--- config.mk ---
export PLATFORM = sky130hd
export DESIGN_NAME = font_rom_arbiter
export DESIGN_NICKNAME = d
export VERILOG_FILES = /design/src/rtl/font_rom_arbiter.sv
export SDC_FILE = /design/constraint.sdc
export NUM_CORES = 1
export LEC_CHECK = 0
export CAP_MARGIN = 20
export CORE_ASPECT_RATIO = 0.6
export CORE_MARGIN = 2
export CORE_UTILIZATION = 48
export CTS_CLUSTER_DIAMETER = 120
export DETAILED_ROUTE_END_ITERATION = 6
export MAX_ROUTING_LAYER = met4
export PLACE_DENSITY_LB_ADDON = 0.05
export SLEW_MARGIN = 20
export SYNTH_ARGS = -nofsm -noshare
export SYNTH_HDL_FRONTEND = slang
export SYNTH_SLANG_ARGS = --single-unit
--- constraint.sdc ---
create_clock -name clk -period 4.6 [get_ports clk]
set_clock_uncertainty 0.15 [all_clocks]
set_input_delay 0.46 -clock clk [delete_from_list [all_inputs] [get_ports clk]]
set_output_delay 0.46 -clock clk [all_outputs]
set_load 0.05 [all_outputs]
--- src/rtl/font_rom_arbiter.sv ---
// Shares one synchronous font ROM between a latency-critical port A and a secondary port B.
// Port A has fixed priority; a bounded-wait counter guarantees port B a grant every MAX_WAIT+1 cycles.
module font_rom_arbiter #(
   parameter int unsigned ADDR_SIZE = 7,
   parameter int unsigned FNT_W     = 4,
   parameter int unsigned ROM_LAT   = 1,
   parameter int unsigned MAX_WAIT  = 8
) (
   input  logic                 clk,
   input  logic                 rst,
   output logic [ADDR_SIZE-1:0] rom_addr,
   input  logic [FNT_W-1:0]     rom_q,
   input  logic                 a_req,
   input  logic [ADDR_SIZE-1:0] a_addr,
   output logic                 a_gnt,
   output logic                 a_valid,
   output logic [FNT_W-1:0]     a_data,
   input  logic                 b_req,
   input  logic [ADDR_SIZE-1:0] b_addr,
   output logic                 b_gnt,
   output logic                 b_valid,
   output logic [FNT_W-1:0]     b_data
);

   localparam int unsigned WAIT_W = 8;
   localparam int unsigned DEPTH  = ROM_LAT + 1;

   logic [WAIT_W-1:0] b_wait;
   logic [WAIT_W-1:0] b_wait_nxt_c;
   logic              b_force_c;
   logic              accept_c;
   logic [DEPTH-1:0]  pipe_vld;
   logic [DEPTH-1:0]  pipe_port;
   logic              tail_a_c;
   logic              tail_b_c;

   // Grant decision and starvation counter next-state
   always_comb begin
      b_force_c    = (b_wait == WAIT_W'(MAX_WAIT));
      a_gnt        = !rst && a_req && !(b_req && b_force_c);
      b_gnt        = !rst && b_req && !a_gnt;
      accept_c     = a_gnt || b_gnt;
      b_wait_nxt_c = b_wait;
      if (b_gnt || !b_req) begin
         b_wait_nxt_c = '0;
      end else if (!b_force_c) begin
         b_wait_nxt_c = b_wait + WAIT_W'(1);
      end
   end

   // Pipeline tail lines up with rom_q; port bit 1 marks a port-B read
   always_comb begin
      tail_a_c = pipe_vld[DEPTH-1] && !pipe_port[DEPTH-1];
      tail_b_c = pipe_vld[DEPTH-1] &&  pipe_port[DEPTH-1];
   end

   always_ff @(posedge clk or posedge rst) begin
      if (rst) begin
         b_wait    <= '0;
         rom_addr  <= '0;
         pipe_vld  <= '0;
         pipe_port <= '0;
         a_valid   <= 1'b0;
         b_valid   <= 1'b0;
         a_data    <= '0;
         b_data    <= '0;
      end else begin
         b_wait    <= b_wait_nxt_c;
         if (accept_c) begin
            rom_addr <= a_gnt ? a_addr : b_addr;
         end
         pipe_vld  <= {pipe_vld[DEPTH-2:0], accept_c};
         pipe_port <= {pipe_port[DEPTH-2:0], b_gnt};
         a_valid   <= tail_a_c;
         b_valid   <= tail_b_c;
         if (tail_a_c) begin
            a_data <= rom_q;
         end
         if (tail_b_c) begin
            b_data <= rom_q;
         end
      end
   end

endmodule

Yosys cells after proc, flatten, opt, wreduce, memory -nomap -nowiden:

Cells that the tools add are included.

* add/sub/neg operators: 1
* eq/ne operators: 2
* muxes and demuxes: 3
* reductions and logical operators: 14

Operator list (number)
* $mux 8: 2
* $add 8x1->8 const B: 1
* $eq 8x4->1 const B: 1
* $logic_and 1x1->1: 7
* $mux 7: 1
* $logic_not 1->1: 5
* $logic_or 1x1->1: 2
* $ne 2x1->1 const B: 1

* bits in registers: 29
* bits of input ports: 22
* output and inout port bits: 19
* word-level logic and storage cells: 28

Logic depth before layout (Yosys ltp):

Gate-level depths: netlist of the first run.

* depth in word-level cells: 8
* gate-level depth with buffers: 7
* gate-level depth less buffers: 6

Worst setup path after synthesis of the first run:

Ideal clock, no wire load.

* kind: input port to output port
* start point: input port rst
* end point: output port b_gnt
* arrival: 1862 ps
* required time: 3990 ps
* path slack: 2128 ps
* stages: 3
* path buffers: 0
* cell sequence: inv_1 -> nand2_1 -> a21oi_2

* longest elaborated chain between the ends: 5
* elaborated cells between the ends (all ways): 6
* classes of those cells: reduce/logical (6)

RTL lines
* from (decl): RTL line 10 `input logic rst,`
* $logic_not 1->1 (no line) (*)
* $logic_and 1x1->1 (2 in series): RTL line 40 `a_gnt = !rst && a_req && !(b_req && b_force_c);`
* $logic_not 1->1: RTL line 41 `b_gnt = !rst && b_req && !a_gnt;`
* $logic_and 1x1->1 (*): RTL line 41
* to (decl): RTL line 20 `output logic b_gnt,`

Mark *: on every way between the ends. The rest lies on a longest branch, timed or not.

Final worst setup path of the first run:

* start point: register b_wait[0]
* end point: output port b_gnt

* longest elaborated chain between the ends: 6

RTL lines
* from (decl): RTL line 28 `logic [WAIT_W-1:0] b_wait;`
* from (signal assigned): RTL line 68 `b_wait <= b_wait_nxt_c;`
* $eq 8x4->1: RTL line 39 `b_force_c = (b_wait == WAIT_W'(MAX_WAIT));`
* $logic_and 1x1->1: RTL line 40
* $logic_not 1->1: RTL line 40
* $logic_and 1x1->1: RTL line 40
* $logic_not 1->1: RTL line 41
* $logic_and 1x1->1: RTL line 41

No other way between the ends.

==> run summary, run 1 <==
## Run status
• **outcome** finished clean

## Setup path
• **slowest stage cell, crit path** sky130_fd_sc_hd__clkdlybuf4s50_1
• **Largest stage delay, worst path** 890 ps
• **setup slack of the most critical reg-to-reg path** 2490 ps
• **Stages on worst setup path** 6
• **crit-path cells** inv_1, ha_1, nor4b_2, nand3_1, a21oi_2, clkdlybuf4s50_1
• **endpoint arrival time on the critical path** 2760 ps
• **Worst Setup Path Type** register to output port
• **Critical Path Start** b_wait[0]
• **family with the most delay on the worst path** buffers and inverters
• **Worst Setup EP** b_gnt
• **crit start category** register
• **number of buffers and inverters on the critical path** 2
• **depth of the worst register-to-register path** 6
• **Setup crit end kind** output port
• **Worst Path Max Fanout** 9
• **endpoint of the most critical register-to-register path** rom_addr[0]
• **worst reg2reg path startpoint** b_wait[0]
• **Crit path required time** 3990 ps

## Floorplan
• **die width** 70.6 um
• **area of the placeable core** 2520 sq um
• **die height** 44.0 um
• **starting density of the core** 50.6%
• **I/O pin count** 41
• **number of rows in the core area** 14
• **Die ar.** 3100 sq um

## STA
• **shortest period the worst path allows** 3370 ps
• **Worst Max-Slew Pin Slew** 507 ps
• **number of setup violations in the final report** 0
• **Setup Total Neg Slack** 0 ps
• **upper clock frequency limit** 296 MHz
• **Final Hold Viols** 0
• **Max Slew Vio Count** 0
• **setup repair after global routing missed its margin** false
• **WHS** 196 ps
• **share of the clock period used by the worst path after layout** 73.3%
• **worst slew margin relative to its limit** 66.1%

## Global routing
• **maximum number of pins on one net before global-route repair** 30
• **initial antenna violation count** 0
• **Overall Global Routing Usage** 20.1%
• **number of global-route vias before repair** 943
• **leftover overflow at the end of global routing** 0
• **first-pass GRT wire length** 4420 um

## Clocking
• **post-cts repair resize count** 0
• **CTS root buffer** sky130_fd_sc_hd__clkbuf_8
• **CTS tree** built
• **setup repair bufs after CTS** 0
• **number of hold buffers added after CTS** 0
• **buffer levels on the longest clock path** 2
• **number of CTS-inserted buffers** 5
• **CTS Sinks** 29
• **clock transition at the registers of the reported paths** 60 ps
• **deepest level of the CTS H-tree** 2
• **clock latency on the worst-skew pair** 280 ps

## Placement
• **HPWL after detailed placement** 1950 um
• **dpl cells** 176
• **final RePlAce weighted congestion** 0.853
• **count of buffers from port buffering** 40

## Yosys
• **share of the yosys chip area belonging to registers** 56.8%
• **synthesized-area fraction occupied by adder cells** 1.96%
• **largest family of logic cells by synthesized area** compound AO/OA/AOI/OAI gates
• **number of nets in the synthesized netlist** 130
• **fraction of the mapped netlist area in compound gates** 15.8%
• **multiplexer fraction of the synthesized cell area** 7.05%
• **Synth warnings** 0
• **Avg Inst Size Synth** 12.1 sq um
• **post-synthesis share of cell area spent on and, or, nand and nor gates** 12.0%
• **Synth Register Bits** 29
• **Yosys cell types** 25
• **post-synth design cell area** 1280 sq um
• **post-synthesis xor/xnor area fraction** 3.43%
• **synthesized instance count** 106

## Drt
• **final WL** 2670 um
• **post-route DRC violation count** 0
• **vias after detailed routing** 973
• **number of violations reported at the end of detailed-routing iteration 0** 124
• **Avg Vias per Cell** 5.29
• **final routed wire length divided by cell count** 14.5 um
• **number of detailed-route iterations in the first pass** 4
• **antenna viol nets, final** 0

## Hold path
• **Hold Startpoint** pipe_vld[0]
• **path class of the lowest-slack min-delay path** register to register

## Layout
• **fraction of layout cells with a size suffix above 1** 13.8%
• **non-filler instance count after layout** 184
• **area growth from synthesis to layout** 41.5%
• **layout net count** 175
• **Ant. Diodes** 0

## Power and ir drop
• **leakage** 0.788 nW
• **cell area power density** 408 nW/um^2
• **peak supply drop** 318 uV

## Job
• **number of maximum-capacitance constraint violations** 0

## cell usage in the layout, fill, tap and decap left out, types with 3 or more instances in the layout
master and n:
sky130_fd_sc_hd__nor2b_1 3, sky130_fd_sc_hd__nor2_1 8, sky130_fd_sc_hd__clkbuf_8 7, sky130_fd_sc_hd__nand2_1 3
sky130_fd_sc_hd__a21oi_1 6, sky130_fd_sc_hd__clkdlybuf4s50_1 40, sky130_fd_sc_hd__inv_1 5, sky130_fd_sc_hd__dfrtp_1 29
sky130_fd_sc_hd__and3_1 3, sky130_fd_sc_hd__a22oi_1 5, sky130_fd_sc_hd__xor2_1 5, sky130_fd_sc_hd__a221o_1 7
sky130_fd_sc_hd__nand3_1 8, sky130_fd_sc_hd__mux2_2 8
## synth_stat cells
| library cell | n | area share [%] |
|---|---|---|
| sky130_fd_sc_hd__a21oi_1 | 6 | 2.4 |
| sky130_fd_sc_hd__a21boi_0 | 1 | 0.59 |
| sky130_fd_sc_hd__and3_1 | 3 | 1.5 |
| sky130_fd_sc_hd__clkbuf_1 | 2 | 0.59 |
| sky130_fd_sc_hd__nand3_1 | 8 | 3.1 |
| sky130_fd_sc_hd__a22oi_1 | 5 | 2.9 |
| sky130_fd_sc_hd__nand2b_1 | 2 | 0.98 |
| sky130_fd_sc_hd__a2bb2oi_2 | 1 | 1.2 |
| sky130_fd_sc_hd__buf_6 | 1 | 0.88 |
| sky130_fd_sc_hd__inv_1 | 5 | 1.5 |
| sky130_fd_sc_hd__a21oi_2 | 1 | 0.69 |
| sky130_fd_sc_hd__ha_1 | 2 | 2.0 |
| sky130_fd_sc_hd__nor2_1 | 8 | 2.4 |
| sky130_fd_sc_hd__mux2_2 | 8 | 7.1 |
| sky130_fd_sc_hd__nand2_1 | 3 | 0.88 |
| sky130_fd_sc_hd__a221o_1 | 7 | 5.5 |
| sky130_fd_sc_hd__nand3b_1 | 1 | 0.59 |
| sky130_fd_sc_hd__nor4b_2 | 1 | 1.2 |
| sky130_fd_sc_hd__o211ai_1 | 1 | 0.59 |
| sky130_fd_sc_hd__xor2_1 | 5 | 3.4 |
| sky130_fd_sc_hd__o21ai_0 | 1 | 0.39 |
| sky130_fd_sc_hd__a21boi_2 | 1 | 0.88 |
| sky130_fd_sc_hd__nor2b_1 | 3 | 1.5 |
| sky130_fd_sc_hd__dfrtp_1 | 29 | 57 |
| sky130_fd_sc_hd__o2111ai_1 | 1 | 0.69 |
## registers in the layout (all words and copies together) (netlist names)
signal	flops
a_valid	1
pipe_port	2
a_data	4
rom_addr	7
b_data	4
b_valid	1
b_wait	8
pipe_vld	2
## routing by layer
layer,routed length [um],vias to the layer above,global-route usage [%]
met2,1230,21,28.7
met3,130,0,7.67
met1,1310,477,26.5
li1,-,475,-
met5,0,-,-
met4,0,0,6.79
## cell type report
type | instances | area [sq um]
sequential | 29 | 726
inverter | 5 | 18.8
tap | 32 | 40.0
clock buffer | 7 | 96.3
multi-input combinational | 69 | 514
timing repair buffer | 41 | 408
clock inverter | 1 | 5.00
fill | 188 | 714
## power by group
part	internal, mW	switching [mW]
sequential	0.282	0.0171
combinational	0.0835	0.129
clock	0.135	0.0915
## metrics by stage
stage	setup slack [ps]	power [mW]	utilization, %	area, sq um
global placement	1400	0.515	67.7	1710
floorplan	2130	0.434	-	1280
global route	988	0.771	71.7	1810
CTS	1230	0.746	71.7	1810
detailed placement	1280	0.517	67.7	1710
finish	1230	0.738	71.7	1810
## cells by family after synthesis
kind of cell	after synthesis
AOI/OAI and AO/OA	25
xor gates and xnor gates	5
adders and majority gates	2
buffers and inverters	8
DFF	29
muxes	8
and+or+nand+nor	29
## worst min path at each step
stage                              end  slack (ps)  cells after the start
final                      pipe_vld[1]         200                      0
after global routing       pipe_vld[1]         220                      0
after CTS                  pipe_vld[1]         200                      0
after detailed placement   pipe_vld[1]         190                      0
after global placement    pipe_port[1]         190                      0
after floorplan           pipe_port[1]         180                      0
(Power assumes the default switching activity.)
==> run 2: changes to the inputs <==
CORE_UTILIZATION = 45   (was 48)
clock period = 3.5 ns   (was 4.6 ns; I/O delays follow)
==> run 2 against run 1 <==
Register-to-register slack worse by 1100 ps. Clock power is 59% higher. Worst setup slack worse by 740 ps. Final area increased by 2.4%. Via count increased by 4.3%. First-iteration DRC count is 35% lower. Cell count grew 1.1%. Total power rose by 40%. Global-route usage grew 0.62 points. Sequential share of layout area is 0.95 points lower. Sequential power grew 31%.
==> run summary, run 2 (synthesized netlist as in run 1, its figures left out) <==
## STA
• **shortest period the worst path allows** 3020 ps
• **worst slew margin relative to its limit** 65.9%
• **WHS** 202 ps
• **number of setup violations in the final report** 0
• **upper clock frequency limit** 332 MHz
• **Final Hold Viols** 0
• **setup repair after global routing missed its margin** false
• **post-route setup slack** 484 ps
• **Worst Max-Slew Pin Slew** 510 ps
• **share of the clock period used by the worst path after layout** 86.2%
• **Max Slew Vio Count** 0
• **Setup Total Neg Slack** 0 ps

## Placement
• **count of buffers from port buffering** 40
• **Placement Cell Area** 1730 sq um
• **pre-CTS worst setup slack** 707 ps
• **HPWL after detailed placement** 2080 um
• **final RePlAce weighted congestion** 0.816

## Run status
• **outcome** finished clean

## Layout
• **most frequent cells in the layout** sky130_fd_sc_hd__clkdlybuf4s50_1, sky130_fd_sc_hd__dfrtp_1, sky130_fd_sc_hd__nor2_1, sky130_fd_sc_hd__nand3_1, sky130_fd_sc_hd__mux2_2
• **fraction of layout cells with a size suffix above 1** 15.6%
• **Ant. Diodes** 0
• **most common cell after layout, fill and taps aside** sky130_fd_sc_hd__clkdlybuf4s50_1
• **largest registers in the final layout** b_wait x8, rom_addr x7
• **Largest Register** b_wait
• **share of the core filled with cells in the final layout** 71.4%
• **number of flip-flops under the largest register name** 8
• **post-layout instance area** 1850 sq um
• **layout net count** 177
• **area growth from synthesis to layout** 45.0%

## Floorplan
• **die width** 72.8 um
• **Die ar.** 3290 sq um
• **I/O pin count** 41
• **die height** 45.3 um
• **starting density of the core** 49.3%
• **area of the placeable core** 2590 sq um
• **number of rows in the core area** 14

## Global routing
• **number of global-route vias before repair** 1,011
• **peak-usage layer in the global routing report** met2
• **leftover overflow at the end of global routing** 0
• **met3 Usage GRT** 6.70%
• **first-pass GRT wire length** 4690 um
• **Overall Global Routing Usage** 20.7%
• **maximum number of pins on one net before global-route repair** 30
• **initial antenna violation count** 0
• **met2 track demand over resource in global routing** 29.3%
• **met1 GRT Util** 27.8%

## Hold path
• **path class of the lowest-slack min-delay path** register to register
• **Hold Startpoint** pipe_vld[0]
• **WHS Path Cells** 0
• **Worst Hold End** pipe_vld[1]

## Clocking
• **clock latency on the worst-skew pair** 280 ps
• **post-cts repair resize count** 0
• **CTS root buffer** sky130_fd_sc_hd__clkbuf_8
• **setup repair bufs after CTS** 0
• **buffer levels on the longest clock path** 2
• **deepest level of the CTS H-tree** 2
• **number of CTS-inserted buffers** 5
• **number of hold buffers added after CTS** 0
• **clock transition at the registers of the reported paths** 60 ps
• **CTS Sinks** 29
• **CTS tree** built

## Power and ir drop
• **leakage** 0.806 nW
• **peak supply drop** 387 uV
• **cell area power density** 560 nW/um^2

## Drt
• **post-route DRC violation count** 0
• **final routed wire length divided by cell count** 15.8 um
• **number of detailed-route iterations in the first pass** 4
• **final WL** 2930 um
• **number of violations reported at the end of detailed-routing iteration 0** 80
• **antenna viol nets, final** 0
• **Avg Vias per Cell** 5.46
• **vias after detailed routing** 1,015

## Setup path
• **slowest stage cell, crit path** sky130_fd_sc_hd__clkdlybuf4s50_1
• **family with the most delay on the worst path** buffers and inverters
• **crit-path cells** inv_1, ha_1, nor4b_2, and3_1, a21boi_2, clkdlybuf4s50_1
• **endpoint of the most critical register-to-register path** rom_addr[1]
• **Crit path required time** 3000 ps
• **crit start category** register
• **depth of the worst register-to-register path** 6
• **setup slack of the most critical reg-to-reg path** 1410 ps
• **Critical Path Start** b_wait[0]
• **Largest stage delay, worst path** 830 ps
• **Worst Setup Path Type** register to output port
• **endpoint arrival time on the critical path** 2520 ps
• **worst reg2reg path startpoint** b_wait[0]
• **Worst Path Max Fanout** 8
• **Setup crit end kind** output port
• **number of buffers and inverters on the critical path** 2

## Job
• **number of maximum-capacitance constraint violations** 0

## run 2: changes by cell type in the layout (fill, tap and decap cells not counted)
cell,delta
sky130_fd_sc_hd__buf_12,+1
sky130_fd_sc_hd__buf_4,+2
sky130_fd_sc_hd__bufinv_16,+1
sky130_fd_sc_hd__clkbuf_8,-1
sky130_fd_sc_hd__clkdlybuf4s50_1,-1
sky130_fd_sc_hd__clkinv_2,-1
sky130_fd_sc_hd__clkinvlp_4,+1
## run 2: how the worst max path moves through the flow
stage / cells past startpoint / endpoint / slack, ps
2_1_floorplan: 3 / b_gnt / 1250
3_3_place_gp: 5 / a_gnt / 750
3_5_place_dp: 5 / a_gnt / 710
4_1_cts: 6 / a_gnt / 480
5_1_grt: 6 / a_gnt / 340
6_report: 6 / a_gnt / 480
## run 2: layer usage
metal	up-vias	routed length [um]
met1	495	1370
met5	-	0
li1	483	-
met4	0	20
met3	2	178
met2	35	1360
## run 2: cell type report
class | instances | area, sq um
well taps | 32 | 40.0
inverters | 5 | 18.8
fillers | 195 | 741
repair buffers | 43 | 433
flip-flops and latches | 29 | 726
clock inverters | 2 | 37.5
clock buffers | 6 | 82.6
multi-input cells | 69 | 514
## run 2: worst reg2reg max path: cells and delay by family, from the launching register on
kind                     cells  cell delay, ps
AO/OA/AOI/OAI                2             730
adder cells (fa/ha/maj)      1             140
flip-flops                   1             440
buffers and inverters        1             110
AND/OR/NAND/NOR              2             450
## run 2: power breakdown
group | leakage (nW) | internal [mW] | switching, mW
Clock | 0.0574 | 0.231 | 0.128
Sequential | 0.366 | 0.371 | 0.0232
Combinational | 0.382 | 0.112 | 0.171
## run 2: metrics by stage
| step | power [mW] | std cells |
|---|---|---|
| finish | 1.04 | 186 |
| global route | 1.08 | 186 |
| CTS | 1.05 | 186 |
| detailed placement | 0.684 | 178 |
| global placement | 0.678 | 178 |
| floorplan | 0.571 | 106 |
